File: src/rtl/dma_spi_engine_pkg.sv
// Shared constants and types for the DMA/Z80 SPI master engine.
package dma_spi_engine_pkg;

   localparam logic [1:0] ST_IDLE  = 2'd0;
   localparam logic [1:0] ST_SHIFT = 2'd1;
   localparam logic [1:0] ST_DONE  = 2'd2;

   typedef enum logic [1:0] {
      OWN_NONE = 2'd0,
      OWN_DMA  = 2'd1,
      OWN_Z80  = 2'd2
   } owner_e;

   localparam logic       SPI_IDLE_MOSI  = 1'b1;
   localparam logic [7:0] SPI_RST_RDDATA = 8'hFF;
   localparam logic [3:0] LAST_HALF      = 4'd15;

endpackage

File: src/rtl/dma_spi_engine_if.sv
// DMA-side byte transfer port of the SPI engine.
interface dma_spi_engine_if;

   logic       spi_req;
   logic [7:0] spi_wrdata;
   logic       spi_stb;
   logic [7:0] spi_rddata;

   modport master (
      output spi_req,
      output spi_wrdata,
      input  spi_stb,
      input  spi_rddata
   );

   modport slave (
      input  spi_req,
      input  spi_wrdata,
      output spi_stb,
      output spi_rddata
   );

endinterface

File: src/rtl/dma_spi_engine_clk_div.sv
// Half-period divider: one-cycle tick every DIV enabled cycles, synchronous clear.
module dma_spi_engine_clk_div #(
   parameter int unsigned DIV = 2
) (
   input  logic i_clk,
   input  logic i_rst,
   input  logic i_clr,
   input  logic i_en,
   output logic o_tick
);

   logic [7:0] r_cnt;
   logic       w_wrap;

   assign w_wrap = (r_cnt == 8'(DIV - 1));
   assign o_tick = i_en & w_wrap;

   always_ff @(posedge i_clk) begin
      if (i_rst || i_clr) begin
         r_cnt <= '0;
      end else if (i_en) begin
         r_cnt <= w_wrap ? 8'd0 : r_cnt + 8'd1;
      end
   end

endmodule

File: src/rtl/dma_spi_engine.sv
// Mode-0 MSB-first byte SPI master shared by the DMA (priority) and Z80 port writes.
module dma_spi_engine
   import dma_spi_engine_pkg::*;
#(
   parameter int unsigned DIV = 2
) (
   input  logic                   i_clk,
   input  logic                   i_rst,
   dma_spi_engine_if.slave        io_dma,
   input  logic                   i_z_wr,
   input  logic [7:0]             i_zdata,
   output logic                   o_z_busy,
   output logic                   o_spi_sck,
   output logic                   o_spi_mosi,
   input  logic                   i_spi_miso
);

   logic [1:0] r_state;
   owner_e     r_owner;
   logic [7:0] r_shreg;
   logic [7:0] r_rx;
   logic [3:0] r_half;
   logic       r_sck;
   logic       r_mosi;
   logic       r_stb;
   logic [7:0] r_rddata;
   logic       w_tick;
   logic       w_shift;

   assign w_shift = (r_state == ST_SHIFT);

   dma_spi_engine_clk_div #(
      .DIV (DIV)
   ) u_clk_div (
      .i_clk  (i_clk),
      .i_rst  (i_rst),
      .i_clr  (!w_shift),
      .i_en   (w_shift),
      .o_tick (w_tick)
   );

   always_ff @(posedge i_clk) begin
      if (i_rst) begin
         r_state  <= ST_IDLE;
         r_owner  <= OWN_NONE;
         r_shreg  <= '0;
         r_rx     <= '0;
         r_half   <= '0;
         r_sck    <= 1'b0;
         r_mosi   <= SPI_IDLE_MOSI;
         r_stb    <= 1'b0;
         r_rddata <= SPI_RST_RDDATA;
      end else begin
         r_stb <= 1'b0;
         case (r_state)
            ST_IDLE: begin
               // DMA wins a same-cycle collision; the Z80 write is simply dropped.
               if (io_dma.spi_req) begin
                  r_owner <= OWN_DMA;
                  r_shreg <= io_dma.spi_wrdata;
                  r_mosi  <= io_dma.spi_wrdata[7];
                  r_sck   <= 1'b0;
                  r_half  <= '0;
                  r_state <= ST_SHIFT;
               end else if (i_z_wr) begin
                  r_owner <= OWN_Z80;
                  r_shreg <= i_zdata;
                  r_mosi  <= i_zdata[7];
                  r_sck   <= 1'b0;
                  r_half  <= '0;
                  r_state <= ST_SHIFT;
               end
            end
            ST_SHIFT: begin
               if (w_tick) begin
                  r_sck  <= ~r_sck;
                  r_half <= r_half + 4'd1;
                  if (!r_sck) begin
                     r_rx <= {r_rx[6:0], i_spi_miso};
                  end else if (r_half == LAST_HALF) begin
                     r_mosi   <= SPI_IDLE_MOSI;
                     r_stb    <= (r_owner == OWN_DMA);
                     r_rddata <= r_rx;
                     r_state  <= ST_DONE;
                  end else begin
                     r_shreg <= {r_shreg[6:0], 1'b0};
                     r_mosi  <= r_shreg[6];
                  end
               end
            end
            ST_DONE: begin
               r_owner <= OWN_NONE;
               r_state <= ST_IDLE;
            end
            default: begin
               r_state <= ST_IDLE;
            end
         endcase
      end
   end

   assign io_dma.spi_stb    = r_stb;
   assign io_dma.spi_rddata = r_rddata;
   assign o_z_busy          = (r_state != ST_IDLE) | io_dma.spi_req;
   assign o_spi_sck         = r_sck;
   assign o_spi_mosi        = r_mosi;

endmodule

File: src/flat_wrapper.sv
// flat-port wrapper written by rule: the top's interface ports become plain ports
module dma_spi_engine_flat import dma_spi_engine_pkg::*;
#(
   parameter int unsigned DIV = 2
)
  (i_clk, i_rst, i_z_wr, i_zdata, o_z_busy, o_spi_sck, o_spi_mosi, i_spi_miso, io_dma_spi_req, io_dma_spi_wrdata, io_dma_spi_stb, io_dma_spi_rddata);
  dma_spi_engine_if io_dma_i ();
  input  logic i_clk;
  input  logic i_rst;
  input  logic i_z_wr;
  input  logic [7:0] i_zdata;
  output logic o_z_busy;
  output logic o_spi_sck;
  output logic o_spi_mosi;
  input  logic i_spi_miso;
  input wire logic [$bits(io_dma_i.spi_req)-1:0] io_dma_spi_req;
  input wire logic [$bits(io_dma_i.spi_wrdata)-1:0] io_dma_spi_wrdata;
  output wire logic [$bits(io_dma_i.spi_stb)-1:0] io_dma_spi_stb;
  output wire logic [$bits(io_dma_i.spi_rddata)-1:0] io_dma_spi_rddata;
  assign io_dma_i.spi_req = io_dma_spi_req;
  assign io_dma_i.spi_wrdata = io_dma_spi_wrdata;
  assign io_dma_spi_stb = io_dma_i.spi_stb;
  assign io_dma_spi_rddata = io_dma_i.spi_rddata;
  dma_spi_engine #(.DIV(DIV)) u_core (.i_clk(i_clk), .i_rst(i_rst), .io_dma(io_dma_i), .i_z_wr(i_z_wr), .i_zdata(i_zdata), .o_z_busy(o_z_busy), .o_spi_sck(o_spi_sck), .o_spi_mosi(o_spi_mosi), .i_spi_miso(i_spi_miso));
endmodule
File: config.mk
export PLATFORM = sky130hd
export DESIGN_NAME = dma_spi_engine_flat
export DESIGN_NICKNAME = d
export VERILOG_FILES = /design/src/rtl/dma_spi_engine_pkg.sv /design/src/rtl/dma_spi_engine_if.sv /design/src/rtl/dma_spi_engine_clk_div.sv /design/src/rtl/dma_spi_engine.sv /design/src/flat_wrapper.sv
export SDC_FILE = /design/constraint.sdc
export NUM_CORES = 1
export LEC_CHECK = 0
export BUFFER_PORTS_ARGS = -buffer_cell sky130_fd_sc_hd__buf_2
export CAP_MARGIN = 10
export CORE_MARGIN = 5
export CORE_UTILIZATION = 55
export DETAILED_ROUTE_END_ITERATION = 12
export PLACE_DENSITY = 0.78
export SLEW_MARGIN = 0
export SYNTH_ARGS = -nofsm -noshare
export SYNTH_HDL_FRONTEND = slang
export SYNTH_SLANG_ARGS = --single-unit
File: constraint.sdc
create_clock -name i_clk -period 2.5 [get_ports i_clk]
set_input_delay 0.25 -clock i_clk [delete_from_list [all_inputs] [get_ports i_clk]]
set_output_delay 0.25 -clock i_clk [all_outputs]
set_load 0.01 [all_outputs]
==> results of run 1 <==
-- cell type report --
class	count	area (um2)
flip-flops and latches	42	840.8
clock buffers	6	41.29
multi-input cells	151	974.7
repair buffers	37	197.7
well taps	46	57.56
inverters	9	33.78
fillers	320	1177
clock inverters	2	13.76
-- worst max-delay path, stage by stage (launching register included) --
cell and delay (ns):
dfxtp_1 0.43, ha_1 0.17, or4b_1 0.62, or3_1 0.54, a222oi_1 0.36, o22ai_1 0.12
-- flip-flops by register name, indices dropped and copies added (netlist names), 2 cells and up --
| signal | cells |
|---|---|
| u_core.io_dma.spi_rddata | 8 |
| u_core.r_half | 4 |
| u_core.r_shreg | 7 |
| u_core.r_state | 2 |
| u_core.r_rx | 8 |
| u_core.u_clk_div.r_cnt | 8 |
| u_core.r_owner | 2 |
-- power by group --
part | internal [mW] | switching [mW]
clock | 0.111 | 0.215
sequential | 0.686 | 0.0153
combinational | 0.0530 | 0.0673
-- metal layers --
layer  wire [um]  share of wire [%]
met3         168                4.6
met2        1692                 46
met4          52                1.4
met5           0                  0
met1        1779                 48
-- final timing paths --
path | from | depth (start not counted) | to | slack (ns)
hold / removal | i_spi_miso | 3 | u_core.r_rx[0] | 0.15
hold reg to reg | u_core.r_owner[1] | 1 | u_core.io_dma.spi_stb | 0.43
setup / recovery | u_core.u_clk_div.r_cnt[0] | 5 | u_core.r_shreg[1] | 0.15
setup reg to reg | u_core.u_clk_div.r_cnt[0] | 5 | u_core.r_shreg[1] | 0.15
-- logic make-up (layout without fill, tap and decap cells) --
| kind of cell | after synthesis | count (layout) |
|---|---|---|
| adder cells (fa/ha/maj) | 3 | 3 |
| AO/OA/AOI/OAI | 34 | 34 |
| flip-flops | 42 | 42 |
| multiplexers | 16 | 16 |
| AND/OR/NAND/NOR | 92 | 92 |
| buffers and inverters | 22 | 54 |
| XOR/XNOR | 6 | 6 |
-- metrics by stage --
step	worst slack, ns	cells	hold slack [ns]	cell area [um2]	utilization, %
finish	0.1465	293	0.1493	2160	64.72
global route	0.03457	293	0.1585	2160	64.72
CTS	0.1507	293	0.1404	2160	64.72
detailed placement	0.2011	285	0.4206	2105	63.07
global placement	0.3077	285	0.4228	2105	63.07
floorplan	0.4131	215	0.3972	1908	-
-- cells in the mapped netlist, types with 2 or more instances --
cell type | number | area share [%]
mux2i_1 | 15 | 7.9
buf_1 | 2 | 0.39
or4b_1 | 2 | 1.0
nand2b_1 | 3 | 0.98
ha_1 | 3 | 2.0
o221ai_1 | 5 | 2.3
nor2b_1 | 3 | 0.98
nor4_1 | 3 | 0.98
dfxtp_1 | 42 | 44
or3_1 | 4 | 1.3
nand2_1 | 11 | 2.2
o21ai_0 | 2 | 0.52
nor2_1 | 34 | 6.7
a21oi_1 | 14 | 3.7
and3_1 | 3 | 0.98
nand4_1 | 2 | 0.66
clkbuf_1 | 8 | 1.6
or2_2 | 2 | 0.66
buf_2 | 2 | 0.52
nor4_4 | 2 | 2.2
o22ai_1 | 3 | 0.98
a211oi_1 | 3 | 1.2
nor3_1 | 13 | 3.4
nand3_1 | 5 | 1.3
xnor2_1 | 4 | 1.8
a41o_1 | 2 | 1.0
xor2_1 | 2 | 0.92
a2111oi_0 | 2 | 0.92
inv_1 | 9 | 1.8
-- cells in the final DEF (no fill, tap or decap), types with 2 or more instances in the layout --
master     Yosys  routed
a2111oi_0      2       2
a211oi_1       3       3
a21oi_1       14      14
a41o_1         2       2
and3_1         3       3
buf_2          2      32
buf_4          0       5
clkbuf_4       0       5
dfxtp_1       42      42
ha_1           3       3
inv_1          9       9
mux2i_1       15      15
nand2_1       11      11
nand2b_1       3       3
nand3_1        5       5
nand4_1        2       2
nor2_1        34      34
nor2b_1        3       3
nor3_1        13      13
nor4_1         3       3
nor4_4         2       2
o21ai_0        2       2
o221ai_1       5       5
o22ai_1        3       3
or2_2          2       2
or3_1          4       4
or4b_1         2       2
xnor2_1        4       4
xor2_1         2       2
==> metrics.cfg, run 1 <==
[outcome]
status=complete, no violations

[pwr]
p_total_mw=1.147
pwr_density_cell_mw_per_mm2=531.4
ir_drop_mv=0.4430
p_leak_nw=0.8451

[synth]
synth_top_flop_cell=dfxtp_1
synth_top_family_by_area=simple AND/OR/NAND/NOR gates
syn_inst=215
synth_adder_area_share_pct=1.967
synth_warnings=0
synth_area_mm2=0.001908
syn_avg_cell_area_um2=8.875
synthSimpleGateAreaFrac_pct=25.64
synth_edf_count=0
synth_compound_area_share_pct=12.26
ys_seq_area_share_pct=44.07
syn_nets=239
ys_ff_latch=42
yosysUniqueCellTypes=39
synthArstFlopShare_pct=0
synth_xor_area_share_pct=2.754
synth.mux.area_fraction_pct=8.459

[layout]
drive_gt1_share_pct=21.05
nets=270
antenna_cells=0
area_delta_synth_final_pct=13.18

[placement]
hpwlAfterDp_um=2715
io_buffers=32
globalplace.congestion=0.8718

[critical_path]
crit_path_end_kind=flop
crit_required_ns=2.73
critPathKind=reg2reg
cp-start-kind=flop
crit_arrival_ns=2.58
cp_max_fo=7

[cts]
insertion_delay_ns=0.35
clkTransAtPathRegs_ns=0.12
cts_max_path_buffers=2
cts_made_buffers=5
ctsResizeCount=0
root_buffer=clkbuf_4
post_cts_buffers=0
ctsHoldBuffers=0
clock_sinks=42
cts_tree=done
htree_levels=2

[floorplanning]
coreArea_mm2=0.003337
die_height_um=68.90
fp.dieW_um=68.90
rows=21
floorplan.die_area_mm2=0.004747
start_util_pct=57.18
pin_count=33

[timing]
relSlewSlack_pct=64.23
period_minus_slack_ns=2.354
fmax_mhz=424.9
setup_viol=0
fin_skew_ns=0.007906
rsz0062_at_grt=no
finalSetupTns_ns=0
min_period_over_period_pct=94.14
hold_violations=0
worstMarginPinSlew_ns=0.5325
slew_violations=0

[grt]
antenna_found_initial=0
grt_pass1_wl_um=6375
grt_pass1_vias=1473
met1_usage_pct=23.69
grt_overflow=0
busiest_layer=met2
grtUsageTotal_pct=17.66
grt_start_max_net_pins=39
use_met2_pct=27.62
use_met3_pct=4.052

[routing]
routedWlPerCell_um=12.60
avgViaCountPerCell=5.457
drc_errors=0
drt-total-wl_um=3692
num_vias=1599
drt_iter0_markers=62
ant_nets=0
first_pass_iters=5

[job]
maxCapViolations=0

[worst_hold_path]
worstHoldPathType=in2reg

Power figures use the tool's default switching activity.
==> run 2, diff against run 1 <==
--- a/config.mk
+++ b/config.mk
@@ -5,12 +5,14 @@
 export SDC_FILE = /design/constraint.sdc
 export NUM_CORES = 1
 export LEC_CHECK = 0
+export ABC_AREA = 1
 export BUFFER_PORTS_ARGS = -buffer_cell sky130_fd_sc_hd__buf_2
 export CAP_MARGIN = 10
 export CORE_MARGIN = 5
 export CORE_UTILIZATION = 55
 export DETAILED_ROUTE_END_ITERATION = 12
 export PLACE_DENSITY = 0.78
+export SETUP_SLACK_MARGIN = 0.2
 export SLEW_MARGIN = 0
 export SYNTH_ARGS = -nofsm -noshare
 export SYNTH_HDL_FRONTEND = slang
==> run 2 against run 1 <==
Compared with the run above:
- via count grew 14%
- clock skew is essentially flat
- register-to-register slack gained 0.80 ns
- fmax grew 52%
- setup slack gained 0.80 ns
- routed wire length grew 10%
- first-iteration DRC count grew 18%
- final cell count grew 22%
- synthesized area grew 7.6%
- cell area grew 5.9%
- sequential power grew 4.6%
==> metrics.cfg, run 2 <==
[outcome]
status=complete, no violations

[cts]
cts_max_path_buffers=2
ctsResizeCount=0
htree_levels=2
post_cts_buffers=0
clock_sinks=42
clkTransAtPathRegs_ns=0.08
cts_made_buffers=5
ctsHoldBuffers=0
insertion_delay_ns=0.30
root_buffer=clkbuf_8
cts_tree=done

[synth]
synth_edf_count=0
syn_inst=276
yosysTopAreaCell=dfxtp_1
synth.mux.area_fraction_pct=0
synth_top_family_by_area=simple AND/OR/NAND/NOR gates
yosysUniqueCellTypes=26
synthSimpleGateAreaFrac_pct=31.57
synth_top_flop_cell=dfxtp_1
post-synth-top-count-cell=nand2_1
yosysTopAreaCellShare_pct=40.95
syn_nets=300
synth_warnings=0
ys_ff_latch=42
synth_compound_area_share_pct=15.11
synth_common_cells=nand2_1, dfxtp_1, nor2_1
synth_adder_area_share_pct=1.828
synth_area_leaders=dfxtp_1, nand2_1, nand3_1, a21oi_1, nor2_1
synthArstFlopShare_pct=0
synth_area_mm2=0.002053
ys_seq_area_share_pct=40.95
syn_avg_cell_area_um2=7.439
synth_xor_area_share_pct=1.280

[timing]
period_minus_slack_ns=1.552
min_period_over_period_pct=62.08
fmax_mhz=644.3
holdWs_ns=0.2282
hold_violations=0
relSlewSlack_pct=70.86
fin_ws_ns=0.9479
slew_violations=0
rsz0062_at_grt=no
setup_viol=0
fin_skew_ns=0.007505
worstMarginPinSlew_ns=0.4356
finalSetupTns_ns=0

[layout]
multiInputGateArea_mm2=0.001022
layout_commonest_cell=nand2_1
fin_cells=356
seq_area_um2=840.8
design_area_mm2=0.002286
antenna_cells=0
area_delta_synth_final_pct=11.33
fin_util_pct=62.91
nFillCells=336
final_cell_mix=nand2_1, dfxtp_1, buf_2
drive_gt1_share_pct=20.13
nets=331

[grt]
grt_pass1_wl_um=6962
antenna_found_initial=0
grt_start_max_net_pins=21
grt_overflow=0
grt_pass1_vias=1688
grtUsageTotal_pct=16.96

[floorplanning]
fp.dieW_um=71.10
die_height_um=71.10
pin_count=33
coreArea_mm2=0.003633
start_util_pct=56.51
floorplan.die_area_mm2=0.005055
rows=22

[critical_path]
cp-start-kind=flop
cp_max_fo=8
crit_arrival_ns=1.74
crit_path_end_kind=flop
critPathKind=reg2reg
crit_required_ns=2.69

[job]
maxCapViolations=0

[routing]
num_vias=1820
drt-total-wl_um=4077
wl_met3_um=195
ant_nets=0
drc_errors=0
avgViaCountPerCell=5.112
dr_wl_met2_um=1904
m1WireLength_um=1911
first_pass_iters=4
top_layer=met4
drt_iter0_markers=73
routedWlPerCell_um=11.45

[pwr]
pwr_density_cell_mw_per_mm2=615.0
ir_drop_mv=0.3810
p_total_mw=1.406
p_leak_nw=1.053

[placement]
place_area_mm2=0.002200
dpl.cell_count=348
hpwlAfterDp_um=2952
dpl_worst_slack_ns=0.9429
globalplace.congestion=0.8771
io_buffers=32

[worst_hold_path]
worstHoldPathType=in2reg

==> run 2: per-layer routing <==
| metal | vias up | track usage (%) |
|---|---|---|
| met3 | 8 | 5.682 |
| met1 | 816 | 20.54 |
| li1 | 964 | - |
| met2 | 32 | 27.81 |
| met4 | 0 | 6.472 |
| met5 | - | 0 |
==> run 2: final cells by class <==
type	count	area share (%)
repair buffers	33	7.334
clock buffers	6	3.175
multi-input cells	196	44.72
well taps	48	2.627
inverters	29	4.762
flip-flops and latches	42	36.78
clock inverters	2	0.6021
==> run 2: worst max-delay path, stage by stage, from the launching register on <==
cell and delay [ns]:
dfxtp_1 0.38, ha_1 0.19, nand3_1 0.10, nor2_2 0.23, nand2_1 0.22, o21ai_0 0.27
a21oi_1 0.06
==> run 2: worst paths after layout <==
check                          end  slack, ns  cells past startpoint                 startpoint
min              u_core.r_owner[1]       0.23                      3                     i_z_wr
max                 u_core.r_rx[4]       0.95                      6  u_core.u_clk_div.r_cnt[0]
min reg2reg  u_core.io_dma.spi_stb       0.44                      2          u_core.r_owner[0]
max reg2reg         u_core.r_rx[4]       0.95                      6  u_core.u_clk_div.r_cnt[0]
==> run 2: report_power, final <==
part	leakage [nW]	internal, mW	switching (mW)
clock network	0.0452	0.197	0.237
logic	0.666	0.0830	0.155
registers	0.342	0.709	0.0250
total	1.05	0.989	0.417
==> run 2: cells by family after synthesis <==
family / Yosys count
AOI/OAI and AO/OA: 50
xor gates and xnor gates: 3
adders and majority gates: 3
buffers and inverters: 38
DFF: 42
and+or+nand+nor: 140
